--- config.mk ---
export PLATFORM = sky130hd
export DESIGN_NAME = irq_aggregator_flat
export DESIGN_NICKNAME = d
export VERILOG_FILES = /design/src/rtl/irq_aggregator_pkg.sv /design/src/rtl/irq_aggregator_if.sv /design/src/rtl/irq_prio_enc.sv /design/src/rtl/irq_aggregator.sv /design/src/flat_wrapper.sv
export SDC_FILE = /design/constraint.sdc
export NUM_CORES = 1
export LEC_CHECK = 0
export BUFFER_PORTS_ARGS = -buffer_cell sky130_fd_sc_hd__buf_2
export CORE_MARGIN = 2
export CORE_UTILIZATION = 52
export DETAILED_ROUTE_END_ITERATION = 7
export PLACE_DENSITY_LB_ADDON = 0.15
export SYNTH_ARGS = -nofsm -noshare
export SYNTH_HDL_FRONTEND = slang
export SYNTH_SLANG_ARGS = --single-unit
--- constraint.sdc ---
create_clock -name clk -period 2.6 [get_ports clk]
set_input_delay 0.13 -clock clk [delete_from_list [all_inputs] [get_ports clk]]
set_output_delay 0.13 -clock clk [all_outputs]
set_load 0.005 [all_outputs]
--- src/rtl/irq_aggregator_pkg.sv ---
// irq_aggregator_pkg: register map and widths shared by the interrupt aggregator files
package irq_aggregator_pkg;
  localparam int IRQ_ID_W = 5;
  localparam int IRQ_MAX = 32;
  localparam logic [7:0] IRQ_REG_PENDING = 8'h00;
  localparam logic [7:0] IRQ_REG_ENABLE = 8'h04;
  localparam logic [7:0] IRQ_REG_ACTIVE = 8'h08;
  localparam logic [7:0] IRQ_REG_CLAIM = 8'h0C;
  localparam logic [7:0] IRQ_REG_FORCE = 8'h10;
  localparam logic [7:0] IRQ_REG_EDGE = 8'h14;
endpackage

--- src/rtl/irq_aggregator_if.sv ---
// irq_aggregator_if: peripheral control bus (request held until done, one-cycle done pulse)
interface irq_aggregator_if;
  logic wr;
  logic rd;
  logic [7:0] addr;
  logic [31:0] wdat;
  logic [31:0] rdat;
  logic done;
  modport master(output wr, rd, addr, wdat, input rdat, done);
  modport slave(input wr, rd, addr, wdat, output rdat, done);
endinterface

--- src/rtl/irq_prio_enc.sv ---
// irq_prio_enc: lowest-set-bit encoder; id is 0 when no request is set
module irq_prio_enc
  import irq_aggregator_pkg::*;
(
  input  logic [IRQ_MAX-1:0]  req,
  output logic [IRQ_ID_W-1:0] id,
  output logic                valid
);
  always_comb begin
    id = '0;
    for (int i = IRQ_MAX - 1; i >= 0; i--) if (req[i]) id = IRQ_ID_W'(i);
  end
  assign valid = |req;
endmodule

--- src/rtl/irq_aggregator.sv ---
// irq_aggregator: latches source interrupts into PENDING, masks with ENABLE, drives a registered CPU irq
module irq_aggregator
  import irq_aggregator_pkg::*;
#(
  parameter int NUM_IRQ = 8
) (
  input  logic                clk,
  input  logic                resetn,
  irq_aggregator_if.slave     ctrl,
  input  logic [NUM_IRQ-1:0]  irq_in,
  output logic                irq_out,
  output logic [IRQ_ID_W-1:0] irq_id
);
  logic [NUM_IRQ-1:0] pending, enable, edge_mode, irq_q, active, set, clr, frc;
  logic [IRQ_ID_W-1:0] cur_id;
  logic any, acc, wr, rd, claim;
  logic [31:0] rd_val;
  logic unused_wdat;
  assign acc = (ctrl.wr | ctrl.rd) & ~ctrl.done;
  assign wr = acc & ctrl.wr;
  assign rd = acc & ctrl.rd & ~ctrl.wr;
  assign active = pending & enable;
  assign unused_wdat = ^ctrl.wdat;
  irq_prio_enc u_enc (.req(IRQ_MAX'(active)), .id(cur_id), .valid(any));
  // edge lines only fire on a 0->1 transition; level lines fire whenever high
  assign set = irq_in & ~(edge_mode & irq_q);
  assign claim = rd && ctrl.addr == IRQ_REG_CLAIM && any;
  assign clr = (wr && ctrl.addr == IRQ_REG_PENDING ? ctrl.wdat[NUM_IRQ-1:0] : '0) |
               (claim ? NUM_IRQ'(1) << cur_id : '0);
  assign frc = wr && ctrl.addr == IRQ_REG_FORCE ? ctrl.wdat[NUM_IRQ-1:0] : '0;
  always_comb begin
    rd_val = ctrl.addr == IRQ_REG_PENDING ? 32'(pending) :
             ctrl.addr == IRQ_REG_ENABLE  ? 32'(enable) :
             ctrl.addr == IRQ_REG_ACTIVE  ? 32'(active) :
             ctrl.addr == IRQ_REG_CLAIM   ? {any, 26'd0, cur_id} :
             ctrl.addr == IRQ_REG_EDGE    ? 32'(edge_mode) : '0;
  end
  always_ff @(posedge clk) begin
    if (!resetn) begin
      pending <= '0;
      enable <= '0;
      edge_mode <= '0;
      irq_q <= '0;
      irq_out <= 1'b0;
      irq_id <= '0;
      ctrl.done <= 1'b0;
      ctrl.rdat <= '0;
    end else begin
      pending <= (pending & ~clr) | set | frc;
      if (wr && ctrl.addr == IRQ_REG_ENABLE) enable <= ctrl.wdat[NUM_IRQ-1:0];
      if (wr && ctrl.addr == IRQ_REG_EDGE) edge_mode <= ctrl.wdat[NUM_IRQ-1:0];
      irq_q <= irq_in;
      irq_out <= any;
      irq_id <= cur_id;
      ctrl.done <= acc;
      ctrl.rdat <= rd ? rd_val : '0;
    end
  end
endmodule
--- src/flat_wrapper.sv ---
// flat-port wrapper written by rule: the top's interface ports become plain ports
module irq_aggregator_flat import irq_aggregator_pkg::*;
#(
  parameter int NUM_IRQ = 8
)
  (clk, resetn, irq_in, irq_out, irq_id, ctrl_wr, ctrl_rd, ctrl_addr, ctrl_wdat, ctrl_rdat, ctrl_done);
  irq_aggregator_if ctrl_i ();
  input  logic clk;
  input  logic resetn;
  input  logic [NUM_IRQ-1:0] irq_in;
  output logic irq_out;
  output logic [IRQ_ID_W-1:0] irq_id;
  input wire logic [$bits(ctrl_i.wr)-1:0] ctrl_wr;
  input wire logic [$bits(ctrl_i.rd)-1:0] ctrl_rd;
  input wire logic [$bits(ctrl_i.addr)-1:0] ctrl_addr;
  input wire logic [$bits(ctrl_i.wdat)-1:0] ctrl_wdat;
  output wire logic [$bits(ctrl_i.rdat)-1:0] ctrl_rdat;
  output wire logic [$bits(ctrl_i.done)-1:0] ctrl_done;
  assign ctrl_i.wr = ctrl_wr;
  assign ctrl_i.rd = ctrl_rd;
  assign ctrl_i.addr = ctrl_addr;
  assign ctrl_i.wdat = ctrl_wdat;
  assign ctrl_rdat = ctrl_i.rdat;
  assign ctrl_done = ctrl_i.done;
  irq_aggregator #(.NUM_IRQ(NUM_IRQ)) u_core (.clk(clk), .resetn(resetn), .ctrl(ctrl_i), .irq_in(irq_in), .irq_out(irq_out), .irq_id(irq_id));
endmodule
Yosys cells after proc, flatten, opt, wreduce, memory -nomap -nowiden --
Index checks and enable logic that the tools add are counted.
Word-level totals: register bits after elaboration 71, input bits 52, output and inout port bits 39, logic and storage cells 61
Operators by class: equality and inequality tests 5, shift-type cells 1, mux-type cells 16, bitwise logic cells 18, reductions and logical operators 11
Operators with widths (count):
- 2-to-1 mux 8 bit | 7
- 2-to-1 mux 5 bit | 7
- AND 8 bit | 4
- 2-to-1 mux 32 bit | 1
- bitwise OR 8 bit | 3
- == test 8 x 4 -> 1 bit (second input constant) | 2
- == test 8 x 5 -> 1 bit (second input constant) | 2
- NOT 8 bit | 2
- == test 8 x 3 -> 1 bit (second input constant) | 1
- logical NOT 8 bit | 1
- OR reduction 8 bit | 1
- << shifter 1 x 5 -> 8 bit (first input constant) | 1
- logical AND 1 bit | 6
- OR reduction 6 bit | 1
- OR reduction 5 bit | 1
- AND 1 bit | 4
- NOT 1 bit | 4
- 2-to-1 mux 3 bit | 1
- AND reduction 2 bit | 1
- bitwise OR 1 bit | 1

Longest topological paths before layout --
word-level depth 16, mapped depth 6, gate-level depth less buffers 5

Cells and area by module --
Synthesis repeated with hierarchy kept, for this count alone.
Unflattened totals: cell total of the unflattened synthesis 317, area total of the unflattened synthesis 2727.6 um2
Modules (own cells, without submodules):
- irq_aggregator | times used 1, cells an instance 252, area each 2342.2 um2, sequential area each 960.9 um2
- irq_prio_enc | times used 1, cells an instance 65, area each 385.4 um2, sequential area each 0.0 um2

Worst setup path after synthesis --
OpenSTA, ideal clock, no wires.
path type input to register, from input port ctrl_addr[7], to register u_core.pending[5], setup time 0.129 ns, arrival time 1.661 ns, required time 2.471 ns, setup slack 0.810 ns, stages 6, path buffers 1, cell sequence or4_1 buf_2 nor4_4 nand4_1 o311ai_1 a21oi_1
Between the ends: cells in the longest elaborated chain, start to end 9
Ends and longest elaborated chain:
- from (decl) | line flat_wrapper.sv:15 | input wire logic [$bits(ctrl_i.addr)-1:0] ctrl_addr;
- == test 8 x 4 -> 1 bit | line irq_aggregator.sv:27 | assign claim = rd && ctrl.addr == IRQ_REG_CLAIM && any;
- logical AND 1 bit (2 in a row) | line irq_aggregator.sv:27
- 2-to-1 mux 8 bit | line irq_aggregator.sv:29 | (claim ? NUM_IRQ'(1) << cur_id : '0);
- bitwise OR 8 bit | line irq_aggregator.sv:28 | assign clr = (wr && ctrl.addr == IRQ_REG_PENDING ? ctrl.wdat[NUM_IRQ-1:0] : '0) |
- NOT 8 bit | line irq_aggregator.sv:49 | pending <= (pending & ~clr) | set | frc;
- AND 8 bit | line irq_aggregator.sv:49
- bitwise OR 8 bit | line irq_aggregator.sv:49
- bitwise OR 8 bit * | line irq_aggregator.sv:49
- to (signal assigned) | line irq_aggregator.sv:49
- to (decl) | line irq_aggregator.sv:14 | logic [NUM_IRQ-1:0] pending, enable, edge_mode, irq_q, active, set, clr, frc;
Every way passes the cells marked *; elsewhere a longest branch is shown, timed or not. A chain may end at the register's enable or synchronous reset.

Final worst setup path --
Ends and elaborated chain as after synthesis.

==> flow_metrics.env <==
export IMPL_wire_per_inst_um=15.3
export IMPL_netlist_top_cells_count="46 x dfxtp_1, 46 x nand2_1, 25 x buf_4"
export IMPL_place_gp_congestion=0.896
export IMPL_die_x_um=70.7
export IMPL_max_stage_delay_ns=0.65
export IMPL_p_switching_mw=0.322
export IMPL_min_period_over_period=0.738
export IMPL_drv_slew=0
export IMPL_area_growth_syn_to_layout_pct=12.1
export IMPL_dp_hpwl_mm=4.04
export IMPL_finalNetCount=369
export IMPL_coreArea_um2=4320
export IMPL_irDropWorstVdd_v=0.000404
export IMPL_ys_seq_elements=46
export IMPL_synth_ff_type="dfxtp_1"
export IMPL_internal_power_mw=1.04
export IMPL_finalCriticalPeriod_ns=1.92
export IMPL_first_pass_iters=8
export IMPL_grt_setup_unrepaired="no"
export IMPL_finalSetupViolations=0
export IMPL_worst_setup_path_end_kind="flip-flop"
export IMPL_fp_dieArea_um2=5000
export IMPL_grt_pass1_vias=1833
export IMPL_post_cts_repair_setup_buffers=0
export IMPL_skew_ns=0.00748
export IMPL_synth_cell_types=50
export IMPL_syn_cell_area_um2=2320
export IMPL_yosysTopAreaCellShare=0.398
export IMPL_clockBufferDepth=2
export IMPL_worstHoldStart="irq_in[1]"
export IMPL_diodes=0
export IMPL_critical_path_class="in2reg"
export IMPL_grt_max_degree=27
export IMPL_clkPwrFrac=0.384
export IMPL_portBuffers=41
export IMPL_grt_overflow=0
export IMPL_power_density_nw_per_um2=526
export IMPL_yosysTopAreaCell="dfxtp_1"
export IMPL_setup_worst_path_start="ctrl_addr[7]"
export IMPL_worstPathArrival_ns=2.09
export IMPL_wirelength_mm=5.68
export IMPL_track_usage=0.230
export IMPL_vias_per_cell=5.71
export IMPL_crit_slowest_cell="or4_1"
export IMPL_synth_cells=274
export IMPL_leakage_nw=1.10
export IMPL_post_cts_resized=0
export IMPL_crit_path_start_kind="input pin"
export IMPL_synth_edf_count=0
export IMPL_yosysSeqAreaShare=0.398
export IMPL_status="completed"
export IMPL_drv_cap=0
export IMPL_cts_sinks=46
export IMPL_hold_path_depth=2
export IMPL_cts_tree="yes"
export IMPL_worst_slack_ns=0.682
export IMPL_drtIter0Drc=199
export IMPL_cts_hold_buf=0
export IMPL_clk_latency_ns=0.30
export IMPL_ant_nets=0
export IMPL_holdWs_ns=0.0407
export IMPL_p_seq_frac=0.541
export IMPL_worstPathMaxFanout=7
export IMPL_ys_async_sr_fraction=0
export IMPL_yosysWarningCount=0
export IMPL_yosys_top_cells_area="dfxtp_1 40%, buf_4 8.1%, nand2_1 7.5%"
export IMPL_io_pins=91
export IMPL_max_freq_mhz=521
export IMPL_path_cells="buf_2 -> or4_1 -> nor4_4 -> nand4_1 -> o311ai_1 -> a21oi_1"
export IMPL_r2r_start="u_core.enable[0]$_SDFFE_PN0P_"
export IMPL_start_util=0.536
export IMPL_critPathRequiredTime_ns=2.77
export IMPL_die_h_um=70.7
export IMPL_switching_share=0.236
export IMPL_htreeDepth=2
export IMPL_min_path_type="in2reg"
export IMPL_drive_gt1_frac=0.217
export IMPL_hold_viol_final=0
export IMPL_antenna_found_initial=0
export IMPL_clock_tree_root_cell="clkbuf_8"
export IMPL_vias=2114
export IMPL_drc=0
export IMPL_p_comb_frac=0.075
export IMPL_fin_setup_tns_ns=0
export IMPL_grt_pass1_wl_mm=9.01
export IMPL_rows=24
export IMPL_dp_slack_ns=0.410
export IMPL_cts_buffers=5
export IMPL_reg2reg_depth=5
export IMPL_path_clk_slew_ns=0.09
export IMPL_synth_avg_cell_area_um2=8.45
==> area by class of cell <==
type                            count  area (um2)
Fill cell                         417        1730
Clock buffer                        5        68.8
Inverter                            4        15.0
Timing Repair Buffer               49         265
Tap cell                           52        65.1
Multi-Input combinational cell    211        1220
Clock inverter                      3        40.0
Sequential cell                    46         921
==> worst paths after layout <==
kind | endpoint | slack, ns
worst max-delay path | u_core.pending[5]$_SDFF_PN0_ | 0.68
worst min-delay path | u_core.irq_q[1]$_SDFF_PN0_ | 0.04
worst min register to register | u_core.edge_mode[3]$_SDFFE_PN0P_ | 0.48
worst max register to register | u_core.pending[5]$_SDFF_PN0_ | 0.81
==> cell families after synthesis <==
logic type	share of synthesized area
other	0.00162
flip-flops	0.398
AND/OR/NAND/NOR	0.267
AO/OA/AOI/OAI	0.220
buffers and inverters	0.114
==> critical path, delay by kind of cell <==
kind            cells  cell delay, ns
simple gates        3            1.40
buf+inv             1            0.11
compound gates      2            0.44
==> per-stage QoR <==
step	instance area [um2]	util	total power [mW]	instances
global route	2600	0.600	1.42	370
finish	2600	0.600	1.37	370
detailed placement	2490	0.575	0.855	362
global placement	2490	0.575	0.852	362
floorplan	2410	-	0.833	298
CTS	2600	0.600	1.37	370
==> flip-flops by register name (all words and copies together), names as in the netlist <==
register	cells
u_core.ctrl.done	1
u_core.ctrl.rdat	9
u_core.edge_mode	8
u_core.enable	8
u_core.irq_id	3
u_core.irq_out	1
u_core.irq_q	8
u_core.pending	8
==> power by group through the flow <==
stage / sequential (mW) / combinational, mW / clock (mW)
5_1_grt: 0.740 / 0.114 / 0.565
4_1_cts: 0.737 / 0.102 / 0.529
3_5_place_dp: 0.754 / 0.101 / 0
3_3_place_gp: 0.753 / 0.0993 / 0
6_report: 0.738 / 0.103 / 0.525
2_1_floorplan: 0.750 / 0.0832 / 0
==> cell usage in the layout, fill, tap and decap left out, types with 2 or more instances in the layout <==
master / n
a22oi_1: 11
nor3_1: 4
and2_1: 9
nand2b_1: 2
o211ai_1: 2
conb_1: 25
nor2b_1: 2
nor2_1: 8
a222oi_1: 5
and2_2: 2
nand4_1: 3
nand2_1: 46
clkbuf_8: 5
and3_1: 4
buf_2: 41
inv_1: 3
a211oi_1: 3
a32oi_1: 3
o22ai_1: 2
nor4_4: 2
nand3_1: 21
a21o_1: 7
buf_4: 8
a221oi_1: 4
a21oi_1: 24
a22o_1: 3
clkinv_2: 2
dfxtp_1: 46
==> routing by layer <==
layer / wire length (um) / share of wire / up-vias / track usage
met2: 2560 / 0.45 / 122 / 0.366
li1: - / - / 1036 / -
met5: 0 / 0 / - / 0
met4: 116 / 0.020 / 0 / 0.0692
met3: 514 / 0.091 / 14 / 0.0470
met1: 2490 / 0.44 / 942 / 0.318
No activity file was read; power rests on OpenSTA's default activity.
